--- src/rtl/coin_pkg.sv ---
// Shared coin-bus definitions: coin codes, price, coin value decode and feeder FSM states.
package coin_pkg;

   localparam logic [1:0] COIN_IDLE = 2'b00;
   localparam logic [1:0] COIN_5    = 2'b01;
   localparam logic [1:0] COIN_10   = 2'b10;

   localparam int PRICE_U = 4;

   typedef logic [1:0] state_t;
   localparam state_t ST_IDLE = 2'd0;
   localparam state_t ST_SEND = 2'd1;
   localparam state_t ST_GAP  = 2'd2;

   // Value of a coin code in 5-units; idle and illegal codes are worth nothing.
   function automatic logic [1:0] coin_val(input logic [1:0] code);
      case (code)
         COIN_5:  coin_val = 2'd1;
         COIN_10: coin_val = 2'd2;
         default: coin_val = 2'd0;
      endcase
   endfunction

endpackage

--- src/rtl/coin_fifo.sv ---
// Small coin token FIFO with first-word-fall-through head, full/empty flags and
// simultaneous push/pop (a push into a full FIFO is allowed when it pops the same cycle).
module coin_fifo #(
   parameter int DEPTH = 8
) (
   input  logic                       clk,
   input  logic                       rst,
   input  logic                       push,
   input  logic [1:0]                 push_data,
   input  logic                       pop,
   output logic [1:0]                 head,
   output logic                       full,
   output logic                       empty,
   output logic [$clog2(DEPTH+1)-1:0] count
);

   localparam int AW = (DEPTH > 1) ? $clog2(DEPTH) : 1;
   localparam int CW = $clog2(DEPTH + 1);

   logic [1:0]    mem [DEPTH];
   logic [AW-1:0] wr_ptr_reg;
   logic [AW-1:0] rd_ptr_reg;
   logic [CW-1:0] count_reg;
   logic          push_ok;
   logic          pop_ok;

   assign full    = (count_reg == CW'(DEPTH));
   assign empty   = (count_reg == '0);
   assign pop_ok  = pop && !empty;
   assign push_ok = push && (!full || pop_ok);
   assign head    = mem[rd_ptr_reg];
   assign count   = count_reg;

   // Pointers wrap explicitly so DEPTH need not be a power of two.
   function automatic logic [AW-1:0] ptr_inc(input logic [AW-1:0] p);
      return (p == AW'(DEPTH - 1)) ? '0 : p + 1'b1;
   endfunction

   always_ff @(posedge clk) begin
      if (push_ok) begin
         mem[wr_ptr_reg] <= push_data;
      end
   end

   always_ff @(posedge clk) begin
      if (rst) begin
         wr_ptr_reg <= '0;
         rd_ptr_reg <= '0;
         count_reg  <= '0;
      end else begin
         if (push_ok) wr_ptr_reg <= ptr_inc(wr_ptr_reg);
         if (pop_ok)  rd_ptr_reg <= ptr_inc(rd_ptr_reg);
         count_reg <= count_reg + CW'(push_ok) - CW'(pop_ok);
      end
   end

endmodule

--- src/rtl/coin_feeder.sv ---
// Coin bus transmitter: buffers host coins, sends them in gap-free purchase bursts and
// checks the vending controller's dispense/chg5 responses against a shadow credit model.
module coin_feeder
   import coin_pkg::*;
#(
   parameter int DEPTH   = 8,
   parameter int CNT_W   = 16,
   parameter int MIN_GAP = 1
) (
   input  logic             clk,
   input  logic             rst,
   input  logic [1:0]       coin_in,
   input  logic             coin_in_valid,
   output logic             coin_in_ready,
   output logic [1:0]       coin,
   input  logic             dispense,
   input  logic             chg5,
   output logic             busy,
   output logic [CNT_W-1:0] vend_count,
   output logic [CNT_W-1:0] chg_count,
   output logic             proto_err,
   output logic             bad_coin
);

   localparam int BV_W = $clog2(2 * DEPTH + 1);
   localparam int GW   = $clog2(MIN_GAP + 1);

   state_t           state_reg, state_next;
   logic [1:0]       credit_reg, credit_next;
   logic [GW-1:0]    gap_cnt_reg, gap_cnt_next;
   logic [BV_W-1:0]  buf_val_reg, buf_val_next;
   logic [1:0]       coin_reg;
   logic             exp_disp_reg, exp_chg_reg;
   logic [CNT_W-1:0] vend_count_reg, chg_count_reg;
   logic             proto_err_reg, bad_coin_reg;

   logic [1:0]       head;
   logic             fifo_full, fifo_empty;
   logic [$clog2(DEPTH+1)-1:0] fifo_count;
   logic [1:0]       head_val;
   logic [2:0]       credit_sum;
   logic             start, pop, push, tok_ok, store, mismatch;

   coin_fifo #(.DEPTH(DEPTH)) u_fifo (
      .clk       (clk),
      .rst       (rst),
      .push      (store),
      .push_data (coin_in),
      .pop       (pop),
      .head      (head),
      .full      (fifo_full),
      .empty     (fifo_empty),
      .count     (fifo_count)
   );

   // The start decision is itself the first pop, so the inter-burst idle run on coin
   // is exactly the GAP length.
   assign start         = (state_reg == ST_IDLE) && (buf_val_reg >= BV_W'(PRICE_U)) && !fifo_empty;
   assign pop           = start || (state_reg == ST_SEND);
   assign coin_in_ready = !fifo_full || pop;
   assign push          = coin_in_valid && coin_in_ready;
   assign tok_ok        = (coin_in == COIN_5) || (coin_in == COIN_10);
   assign store         = push && tok_ok;
   assign head_val      = coin_val(head);
   assign credit_sum    = {1'b0, credit_reg} + {1'b0, head_val};

   always_comb begin
      state_next   = state_reg;
      credit_next  = credit_reg;
      gap_cnt_next = gap_cnt_reg;
      if (pop) begin
         if (credit_sum >= 3'(PRICE_U)) begin
            state_next   = ST_GAP;
            credit_next  = '0;
            gap_cnt_next = '0;
         end else begin
            state_next  = ST_SEND;
            credit_next = credit_sum[1:0];
         end
      end else if (state_reg == ST_GAP) begin
         if (gap_cnt_reg == GW'(MIN_GAP - 1)) state_next = ST_IDLE;
         else                                 gap_cnt_next = gap_cnt_reg + 1'b1;
      end
   end

   assign buf_val_next = buf_val_reg
                       + (store ? BV_W'(coin_val(coin_in)) : '0)
                       - (pop   ? BV_W'(head_val)          : '0);

   // A response is expected only while a coin is on the bus; any pulse on idle is an error.
   assign mismatch = (coin_reg != COIN_IDLE) ? ((dispense != exp_disp_reg) || (chg5 != exp_chg_reg))
                                             : (dispense || chg5);

   always_ff @(posedge clk) begin
      if (rst) begin
         state_reg      <= ST_IDLE;
         credit_reg     <= '0;
         gap_cnt_reg    <= '0;
         buf_val_reg    <= '0;
         coin_reg       <= COIN_IDLE;
         exp_disp_reg   <= 1'b0;
         exp_chg_reg    <= 1'b0;
         vend_count_reg <= '0;
         chg_count_reg  <= '0;
         proto_err_reg  <= 1'b0;
         bad_coin_reg   <= 1'b0;
      end else begin
         state_reg    <= state_next;
         credit_reg   <= credit_next;
         gap_cnt_reg  <= gap_cnt_next;
         buf_val_reg  <= buf_val_next;
         coin_reg     <= pop ? head : COIN_IDLE;
         exp_disp_reg <= pop && (credit_sum >= 3'(PRICE_U));
         exp_chg_reg  <= pop && (credit_sum == 3'(PRICE_U + 1));
         if (dispense && !(&vend_count_reg)) vend_count_reg <= vend_count_reg + 1'b1;
         if (chg5 && !(&chg_count_reg))      chg_count_reg  <= chg_count_reg + 1'b1;
         proto_err_reg <= proto_err_reg | mismatch;
         bad_coin_reg  <= bad_coin_reg | (push && !tok_ok);
      end
   end

   assign coin       = coin_reg;
   assign busy       = (state_reg == ST_SEND);
   assign vend_count = vend_count_reg;
   assign chg_count  = chg_count_reg;
   assign proto_err  = proto_err_reg;
   assign bad_coin   = bad_coin_reg;

endmodule

--- config.mk ---
export PLATFORM = sky130hd
export DESIGN_NAME = coin_feeder
export DESIGN_NICKNAME = d
export VERILOG_FILES = /design/src/rtl/coin_pkg.sv /design/src/rtl/coin_fifo.sv /design/src/rtl/coin_feeder.sv
export SDC_FILE = /design/constraint.sdc
export NUM_CORES = 1
export LEC_CHECK = 0
export CELL_PAD_IN_SITES_DETAIL_PLACEMENT = 0
export CELL_PAD_IN_SITES_GLOBAL_PLACEMENT = 1
export CORE_ASPECT_RATIO = 0.7
export CORE_MARGIN = 3
export CORE_UTILIZATION = 39
export DETAILED_ROUTE_END_ITERATION = 16
export PLACE_DENSITY = 0.72
export SYNTH_ARGS = -nofsm -noshare
export SYNTH_HDL_FRONTEND = slang
export SYNTH_HIERARCHICAL = 1
export SYNTH_SLANG_ARGS = --single-unit
--- constraint.sdc ---
create_clock -name clk -period 3.5 [get_ports clk]
set_clock_uncertainty 0.2 [all_clocks]
set_input_delay 0.7 -clock clk [delete_from_list [all_inputs] [get_ports clk]]
set_output_delay 0.7 -clock clk [all_outputs]
set_load 0.01 [all_outputs]
==> out/metrics.csv, run 1 <==
metric,value,unit
Root Driver,clkbuf_16,
Die Y,90.1,µm
Max Slew Vio Count,0,
ys flop type,dfxtp_1,
Multi-input gate area,2150,µm²
share of layout cells above drive strength 1,15.2,%
setup TNS,0,ps
I/O Buffers,44,
slew margin rel.,55.0,%
placed inst area,4620,µm²
RD Place Congestion,0.785,
Post-Syn Area per Cell,9.85,µm²
Critical Path AT,3340,ps
VDD IR max,0.316,mV
final worst setup slack,159,ps
total CTS buffers,9,
Routed WL,8550,µm
drt via density,5.31,
"Hold Vio Cnt, Final",0,
RSZ-0062 raised after global routing,true,
Initial DRT Pass Iterations,4,
initial antenna violation count,0,
Pleak,1.80,nW
drt wl/cell,14.4,µm
core area,9760,µm²
initial core utilization,40.4,%
Top Ports,45,
H-tree depth,3,
CTS tree,yes,
Rows,30,
result of the run,completed,
"EDFF count, synth",16,
#FFs+latches synth,76,
Setup WS pre-CTS,-123,ps
syn nets,431,
DP Cell Count,576,
critical path class,reg2reg,
# setup viols final,0,
minimum clock period,3340,ps
final instance area,5000,µm²
period utilisation layout,95.5,%
# diodes,0,
DRT antenna net count,0,
Crit path required time,3500,ps
Final nets,492,
Ys Warns,6,
Clock Latency Late Sink,340,ps
first-pass GRT wire length,14800,µm
clock sink count,76,
startpoint types,flip-flop,
total gr overflow,0,
Yosys cell types,69,
Reg area,1680,µm²
DRC violations left,0,
"Max FO, Critical Path",4,
Longest Clk Path Bufs,2,
FF-to-FF path depth,13,
via count,3152,
total track usage,15.9,%
Die ar.,11400,µm²
Min-Delay Path Class,reg2reg,
Die X,126,µm
f_max,299,MHz
FILL cells,899,
Post-Synthesis Cells,400,
Syn Std Cell Area,3940,µm²
ys async rst share,0,%
Hold Path Stages,2,
largest net degree at the start of global routing,35,
post-synthesis sequential area ratio,42.7,%
power density cells,653,nW/µm²
critical path endpoint category,flip-flop,
worst slew pin tran,666,ps
Detailed Place HPWL,6320,µm
vias in the first global route,2951,
DR iter-0 viols,205,
max_cap viols,0,
Non-Filler Instances,594,
Worst-path clk slew,60,ps
Layout Utilization,51.3,%
Area Growth Syn to Fin,27.0,%
critical path, cell delays in order (launching register included):
cell and delay, ps:
dfxtp_1 300, inv_1 70, ha_2 180, or4b_4 470, a311oi_4 260, or3b_4 220, nand3_2 90, fa_2 570
inv_1 50, ha_1 280, a21o_1 180, a21oi_2 120, xor2_1 160, nor2_1 50
cell families (layout without fill, tap and decap cells):
group,count (synthesis),after routing,synth area share [%]
XOR/XNOR,7,7,1.56
adder cells (fa/ha/maj),24,24,8.38
AND/OR/NAND/NOR,163,163,24.1
flip-flops,76,76,42.7
multiplexers,15,15,5.72
buffers and inverters,41,107,4.16
AO/OA/AOI/OAI,74,74,13.4
per-layer routing:
layer	track usage, %	routed length [µm]
met4	5.63	139
met3	4.04	362
met2	21.6	3450
met5	0	0
met1	24.0	4610
synth_stat cells (4+ instances only):
cell type / number / area (µm²)
mux4_1: 4 / 105
nor3b_1: 6 / 45.0
mux2_2: 4 / 45.0
a21oi_1: 24 / 120
and2_1: 4 / 25.0
mux2_1: 4 / 45.0
nor2b_1: 14 / 87.6
nand3_1: 17 / 85.1
clkbuf_1: 7 / 26.3
fa_1: 4 / 80.1
nand4_1: 7 / 43.8
ha_1: 20 / 250
nand2_1: 17 / 63.8
inv_1: 28 / 105
nor3_1: 12 / 60.1
and4_1: 4 / 35.0
nor4_1: 7 / 43.8
dfxtp_1: 60 / 1200
o21ai_0: 10 / 50.1
or4_1: 6 / 45.0
nor2_1: 32 / 120
a211oi_1: 4 / 30.0
o31ai_1: 6 / 45.0
or3_1: 9 / 56.3
edfxtp_1: 16 / 480
xor2_1: 4 / 35.0
nand2b_1: 8 / 50.1
final timing paths:
check / from / to / slack (ps)
min reg2reg: credit_reg[0] / credit_reg[0] / 280
max reg2reg: buf_val_reg[3] / buf_val_reg[3] / 160
min: credit_reg[0] / credit_reg[0] / 280
max: buf_val_reg[3] / buf_val_reg[3] / 160
through the flow:
stage          hold WS, ps  total power [mW]
2_1_floorplan          257              1.82
3_3_place_gp           269              2.16
3_5_place_dp           278              2.20
4_1_cts                288              3.22
5_1_grt                309              3.49
6_report               285              3.27
cell type report:
cell class / instances / share of cell area [%]
Clock buffer: 10 / 4.58
Clock inverter: 6 / 1.73
Inverter: 29 / 2.23
Multi-Input combinational cell: 283 / 42.9
Sequential cell: 76 / 33.6
Tap cell: 128 / 3.20
Timing Repair Buffer: 62 / 11.7
cell usage in the layout (no fill, tap or decap), types with 6 or more instances in the layout:
cell type / synthesis / final
or3_1: 9 / 9
nand4_1: 7 / 7
nor3b_1: 6 / 6
a21oi_1: 24 / 23
nor2_1: 32 / 31
inv_1: 28 / 27
buf_4: 0 / 16
dfxtp_1: 60 / 59
nor2b_1: 14 / 12
or4_1: 6 / 6
nand2b_1: 8 / 7
clkdlybuf4s50_1: 0 / 43
nand3_1: 17 / 15
nor3_1: 12 / 12
ha_1: 20 / 18
o21ai_0: 10 / 10
edfxtp_1: 16 / 16
nor4_1: 7 / 7
nand2_1: 17 / 17
o31ai_1: 6 / 6
clkbuf_16: 0 / 9
report_power, final:
group / internal (mW) / switching, mW / total, mW / leakage [nW]
Sequential: 1.00 / 0.0798 / 1.08 / 0.634
Combinational: 0.589 / 0.606 / 1.19 / 1.01
Clock: 0.624 / 0.366 / 0.990 / 0.153
Total: 2.22 / 1.05 / 3.27 / 1.80
timing repair:
item | in CTS | in global routing
gates cloned | 0 | 0
buffers inserted | 1 | 1
pin swaps | 0 | 7
endpoints found under the setup margin | 1 | 5
gates resized for setup | 2 | 17
hold buffers | 0 | 0
No activity file was read; power rests on OpenSTA's default activity.
==> run 2, diff against run 1 <==
CAP_MARGIN = 20   (was default)
SYNTH_HIERARCHICAL = default   (was 1)
==> run 2 against run 1 <==
Compared with the run above:
- non-clock buffer count stayed put
- hold slack worse by 34 ps
- sequential share of layout area is 0.87 points higher
- die area is 2.2% lower
- maximum frequency is 0.26% lower
- critical endpoint is now buf_val_reg[4]
==> out/metrics.csv, run 2 <==
metric,value,unit,change
Layout Utilization,52.3,%,+1.1 points
post-synthesis compound-gate area fraction,14.7,%,+1.3 points
Routed WL,8820,µm,+3.1%
Die Y,89.1,µm,-1.1%
Hold Path End,bad_coin,,
Yosys cell types,69,,unchanged
Initial DRT Pass Iterations,4,,unchanged
Min-Delay Path Class,reg2reg,,
Root Driver,clkbuf_16,,
critical path endpoint category,flip-flop,,
Synth area leader,dfxtp_1,,
total gr overflow,0,,unchanged
Clock Latency Late Sink,340,ps,about the same
# setup viols final,0,,unchanged
Longest Clk Path Bufs,2,,unchanged
power density cells,677,nW/µm²,+3.7%
synth cell count leaders,"60 x dfxtp_1, 30 x nor2_1, 25 x a21oi_1",,
result of the run,completed,,
"EDFF count, synth",16,,unchanged
Post-Synthesis Cells,389,,-2.8%
Reg area,1680,µm²,about the same
# diodes,0,,unchanged
Top Ports,45,,unchanged
H-tree depth,3,,unchanged
VDD IR max,0.415,mV,+31%
Setup WS pre-CTS,-234,ps,-111 ps
R2R Path Start,buf_val_reg[3],,
R2R Path End,buf_val_reg[4],,
Die X,125,µm,-1.1%
via count,3142,,-0.32%
RSZ-0062 raised after global routing,false,,
final worst setup slack,150,ps,-8.64 ps
CTS tree,yes,,
most common cell in the synthesized netlist,dfxtp_1,,
minimum clock period,3350,ps,+8.64 ps
f_max,299,MHz,-0.26%
DR iter-0 viols,192,,-6.3%
syn nets,421,,-2.3%
DRT antenna net count,0,,unchanged
Pleak,1.81,nW,+0.94%
most frequent cells in the layout,"58 x dfxtp_1, 43 x clkdlybuf4s50_1, 30 x nor2_1",,
"Hold Vio Cnt, Final",0,,unchanged
total track usage,16.8,%,+0.96 points
ys async rst share,0,%,unchanged
core area,9330,µm²,-4.4%
I/O Buffers,44,,unchanged
Crit path required time,3510,ps,about the same
largest net degree at the start of global routing,44,,+26%
cts hold-fix bufs,0,,unchanged
share of the synthesized area in the top cell type,31.2,%,+0.72 points
slew margin rel.,64.2,%,+9.2 points
critical hold path startpoint,bad_coin,,
first-pass GRT wire length,15000,µm,+1.3%
Hold Path Stages,2,,unchanged
#FFs+latches synth,76,,unchanged
Final nets,483,,-1.8%
FILL cells,828,,-7.9%
initial antenna violation count,0,,unchanged
max_cap viols,0,,unchanged
post-synthesis sequential area ratio,43.7,%,+1.0 points
Worst-path clk slew,60,ps,about the same
Ys Warns,0,,-6
Die ar.,11100,µm²,-2.2%
startpoint types,flip-flop,,
adder-cell share of the synthesized area,8.91,%,+0.52 points
Multi-input gate area,2050,µm²,-4.7%
worst slew pin tran,530,ps,-137 ps
Area Growth Syn to Fin,26.8,%,
share of layout cells above drive strength 1,13.2,%,-2.1 points
ys flop type,dfxtp_1,,
FF-to-FF path depth,12,,-1
Critical Path AT,3360,ps,+20 ps
Post-Synth XOR/XNOR Area,1.59,%,+0.037 points
"Max FO, Critical Path",3,,-1
largest family of logic cells by synthesized area,simple AND/OR/NAND/NOR gates,,
Detailed Place HPWL,6330,µm,about the same
DRC violations left,0,,unchanged
period utilisation layout,95.7,%,+0.25 points
"commonest non-fill, non-tap cell in the layout",dfxtp_1,,
drt via density,5.42,,+2.1%
Post-Syn Area per Cell,9.89,µm²,+0.44%
Post-Synth Simple-Gate Area,22.7,%,-1.4 points
critical path class,reg2reg,,
Rows,29,,-3.3%
total CTS buffers,9,,unchanged
Max Slew Vio Count,0,,unchanged
clock sink count,76,,unchanged
initial core utilization,41.3,%,+0.90 points
mux contribution to synthesized area,4.81,%,-0.90 points
drt wl/cell,15.2,µm,+5.6%
Syn Std Cell Area,3850,µm²,-2.3%
leading cell types by total area after synthesis,"dfxtp_1 31%, edfxtp_1 12%, ha_1 6.8%",,
RD Place Congestion,0.775,,-1.3%
R2R Setup Slk,150,ps,about the same
vias in the first global route,3023,,+2.4%
## run 2: worst max path at each step
stage | start | endpoint | slack (ps) | cells past startpoint
final | buf_val_reg[3] | buf_val_reg[4] | 150 | 12
after global routing | coin_in[0] | buf_val_reg[4] | 10 | 11
after CTS | buf_val_reg[2] | buf_val_reg[4] | 40 | 11
after detailed placement | coin_in[0] | buf_val_reg[4] | -230 | 11
after global placement | coin_in[0] | buf_val_reg[4] | -210 | 11
after floorplan | buf_val_reg[2] | buf_val_reg[4] | 90 | 11
## run 2: final cells by class
class	count	share of cell area (%)
Clock inverter	5	2.08
Inverter	24	1.85
Timing Repair Buffer	62	11.7
Clock buffer	11	4.77
Sequential cell	76	34.5
Multi-Input combinational cell	278	41.9
Tap cell	124	3.18
## run 2: report_power, final
| group | internal [mW] | switching (mW) |
|---|---|---|
| Clock | 0.695 | 0.359 |
| Sequential | 1.01 | 0.100 |
| Combinational | 0.605 | 0.538 |
| Total | 2.31 | 0.997 |
## run 2: worst max-delay path: stages, from the launching register on
cell	delay, ps
dfxtp_1	290
inv_1	70
ha_2	170
or4b_4	470
a211o_1	320
nand2b_1	120
and3_4	200
fa_2	470
fa_2	400
a21o_1	190
a21oi_2	140
xnor2_1	130
nor2_1	50
## run 2: layer usage
metal,part of all wire [%],wire (µm),global-route usage (%),up-vias
met5,0,0,0,-
met4,1.0,89,4.48,0
met3,4.1,365,4.66,8
met2,42,3720,25.5,68
met1,53,4650,23.8,1504
li1,-,-,-,1562
## run 2: metrics by stage
step	power, mW	instances	area, µm²	hold slack, ps	setup TNS [ps]
2_1_floorplan	1.88	389	3850	236	0
3_3_place_gp	2.21	561	4500	234	-296
3_5_place_dp	2.22	561	4500	241	-340
4_1_cts	3.29	577	4840	253	0
5_1_grt	3.53	580	4880	264	0
6_report	3.31	580	4880	251	0
## run 2: logic make-up after synthesis
kind of cell	Yosys count
flops	76
fa+ha+maj	25
buf+inv	35
simple gates	152
xor+xnor	7
compound gates	81
mux	13
## run 2: what timing repair did
item | in CTS | in global routing
gates resized for setup | 0 | 7
setup buffers | 0 | 3
setup endpoints to repair | 0 | 2
==> run 3, diff against run 2 <==
MAX_ROUTING_LAYER = met4   (was default)
==> run 3 against run 2 <==
Compared with the run above:
- clock power about the same
- core utilization unchanged
- worst setup slack got worse by 2.6 ps
==> out/metrics.csv, run 3 (synthesis gave the netlist of run 2 again) <==
metric,value,unit,change
# setup viols final,0,,unchanged
DP Cell Count,561,,unchanged
Root Driver,clkbuf_16,,
total chip power,3.31,mW,about the same
minimum clock period,3350,ps,+2.62 ps
Reg power frac,33.5,%,about the same
Worst-path clk slew,60,ps,about the same
f_max,298,MHz,about the same
power density cells,677,nW/µm²,about the same
Net Sw Frac,30.2,%,about the same
Routed WL,8810,µm,-0.11%
Max Slew Vio Count,0,,unchanged
drt wl/cell,15.2,µm,-0.11%
R2R Setup Slk,150,ps,about the same
initial core utilization,41.3,%,unchanged
Min-Delay Path Class,reg2reg,,
Area Growth Syn to Fin,26.8,%,unchanged
Initial DRT Pass Iterations,4,,unchanged
Detailed Place HPWL,6330,µm,unchanged
Clock Latency Late Sink,340,ps,about the same
Non-Filler Instances,580,,unchanged
R2R Path End,buf_val_reg[4],,
DR iter-0 viols,218,,+14%
Die X,125,µm,unchanged
period utilisation layout,95.8,%,about the same
VDD IR max,0.414,mV,about the same
slew margin rel.,64.2,%,unchanged
Rows,29,,unchanged
Hold Slack,251,ps,-0.0180 ps
initial antenna violation count,0,,unchanged
largest net degree at the start of global routing,44,,unchanged
total track usage,17.4,%,+0.54 points
Crit path required time,3510,ps,about the same
total gr overflow,0,,unchanged
Sw Pwr,0.997,mW,about the same
most frequent cells in the layout,"58 x dfxtp_1, 43 x clkdlybuf4s50_1, 30 x nor2_1",,
"Hold Vio Cnt, Final",0,,unchanged
critical path endpoint category,flip-flop,,
# diodes,0,,unchanged
Reg area,1680,µm²,unchanged
I/O Buffers,44,,unchanged
"commonest non-fill, non-tap cell in the layout",dfxtp_1,,
DRT antenna net count,0,,unchanged
clock sink count,76,,unchanged
Die Y,89.1,µm,unchanged
RD Place Congestion,0.786,,+1.4%
R2R Path Start,buf_val_reg[3],,
max_cap viols,0,,unchanged
Pleak,1.81,nW,unchanged
Internal,2.31,mW,about the same
RSZ-0062 raised after global routing,false,,
Critical Path AT,3360,ps,about the same
Hold Path End,bad_coin,,
DRC violations left,0,,unchanged
CTS tree,yes,,
drt via density,5.38,,-0.67%
Hold Path Stages,2,,unchanged
core area,9330,µm²,unchanged
critical path class,reg2reg,,
CP startpoint,buf_val_reg[3],,
critical hold path startpoint,bad_coin,,
logic gate share of total power,34.6,%,about the same
clock network fraction of total power,31.9,%,about the same
Top Ports,45,,unchanged
setup TNS,0,ps,unchanged
FF-to-FF path depth,12,,unchanged
Longest Clk Path Bufs,2,,unchanged
Multi-input gate area,2050,µm²,unchanged
H-tree depth,3,,unchanged
FILL cells,828,,unchanged
"Max FO, Critical Path",3,,unchanged
Die ar.,11100,µm²,unchanged
share of layout cells above drive strength 1,13.2,%,unchanged
first-pass GRT wire length,15000,µm,about the same
startpoint types,flip-flop,,
Final nets,483,,unchanged
Layout Utilization,52.3,%,unchanged
worst slew pin tran,530,ps,unchanged
via count,3121,,-0.67%
cts hold-fix bufs,0,,unchanged
vias in the first global route,3015,,-0.26%
total CTS buffers,9,,unchanged
result of the run,completed,,
## run 3: cell counts in the layout (fill, tap and decap cells not counted)
Identical to the previous run, type by type.
## run 3: cell type report
type | count | area share [%]
well taps | 124 | 3.18
repair buffers | 62 | 11.7
clock inverters | 5 | 2.08
inverters | 24 | 1.85
flip-flops and latches | 76 | 34.5
multi-input cells | 278 | 41.9
clock buffers | 11 | 4.77
## run 3: layer usage
| metal | GRT usage, % | routed length (µm) | vias up |
|---|---|---|---|
| met5 | - | 0 | - |
| met4 | 4.48 | 92 | 0 |
| met3 | 4.66 | 328 | 8 |
| met2 | 25.5 | 3710 | 49 |
| met1 | 23.8 | 4680 | 1497 |
| li1 | - | - | 1567 |
## run 3: repair_timing
action	in CTS	in global routing
resized for setup	0	7
buffers inserted	0	3
endpoints found under the setup margin	0	2
## run 3: worst max path at each step
stage / endpoint / slack (ps) / cells after the start
6_report: buf_val_reg[4] / 150 / 12
5_1_grt: buf_val_reg[4] / 10 / 11
4_1_cts: buf_val_reg[4] / 40 / 11
3_5_place_dp: buf_val_reg[4] / -230 / 11
3_3_place_gp: buf_val_reg[4] / -210 / 11
2_1_floorplan: buf_val_reg[4] / 90 / 11
## run 3: power groups by stage
| stage | combinational, mW | clock, mW | sequential [mW] |
|---|---|---|---|
| after floorplan | 0.770 | 0 | 1.11 |
| after global placement | 1.09 | 0 | 1.12 |
| after detailed placement | 1.09 | 0 | 1.13 |
| after CTS | 1.11 | 1.08 | 1.11 |
| after global routing | 1.30 | 1.11 | 1.13 |
| final | 1.14 | 1.05 | 1.11 |
## run 3: critical path, cell delays in order, from the launching register on
cell	delay [ps]
dfxtp_1	290
inv_1	70
ha_2	170
or4b_4	470
a211o_1	320
nand2b_1	120
and3_4	200
fa_2	470
fa_2	400
a21o_1	190
a21oi_2	140
xnor2_1	130
nor2_1	50
## run 3: metrics by stage
stage / worst slack, ps / area (µm²)
final: 147 / 4880
after detailed placement: -234 / 4500
after global placement: -213 / 4500
after floorplan: 86.8 / 3850
after CTS: 39.1 / 4840
after global routing: 14.5 / 4880
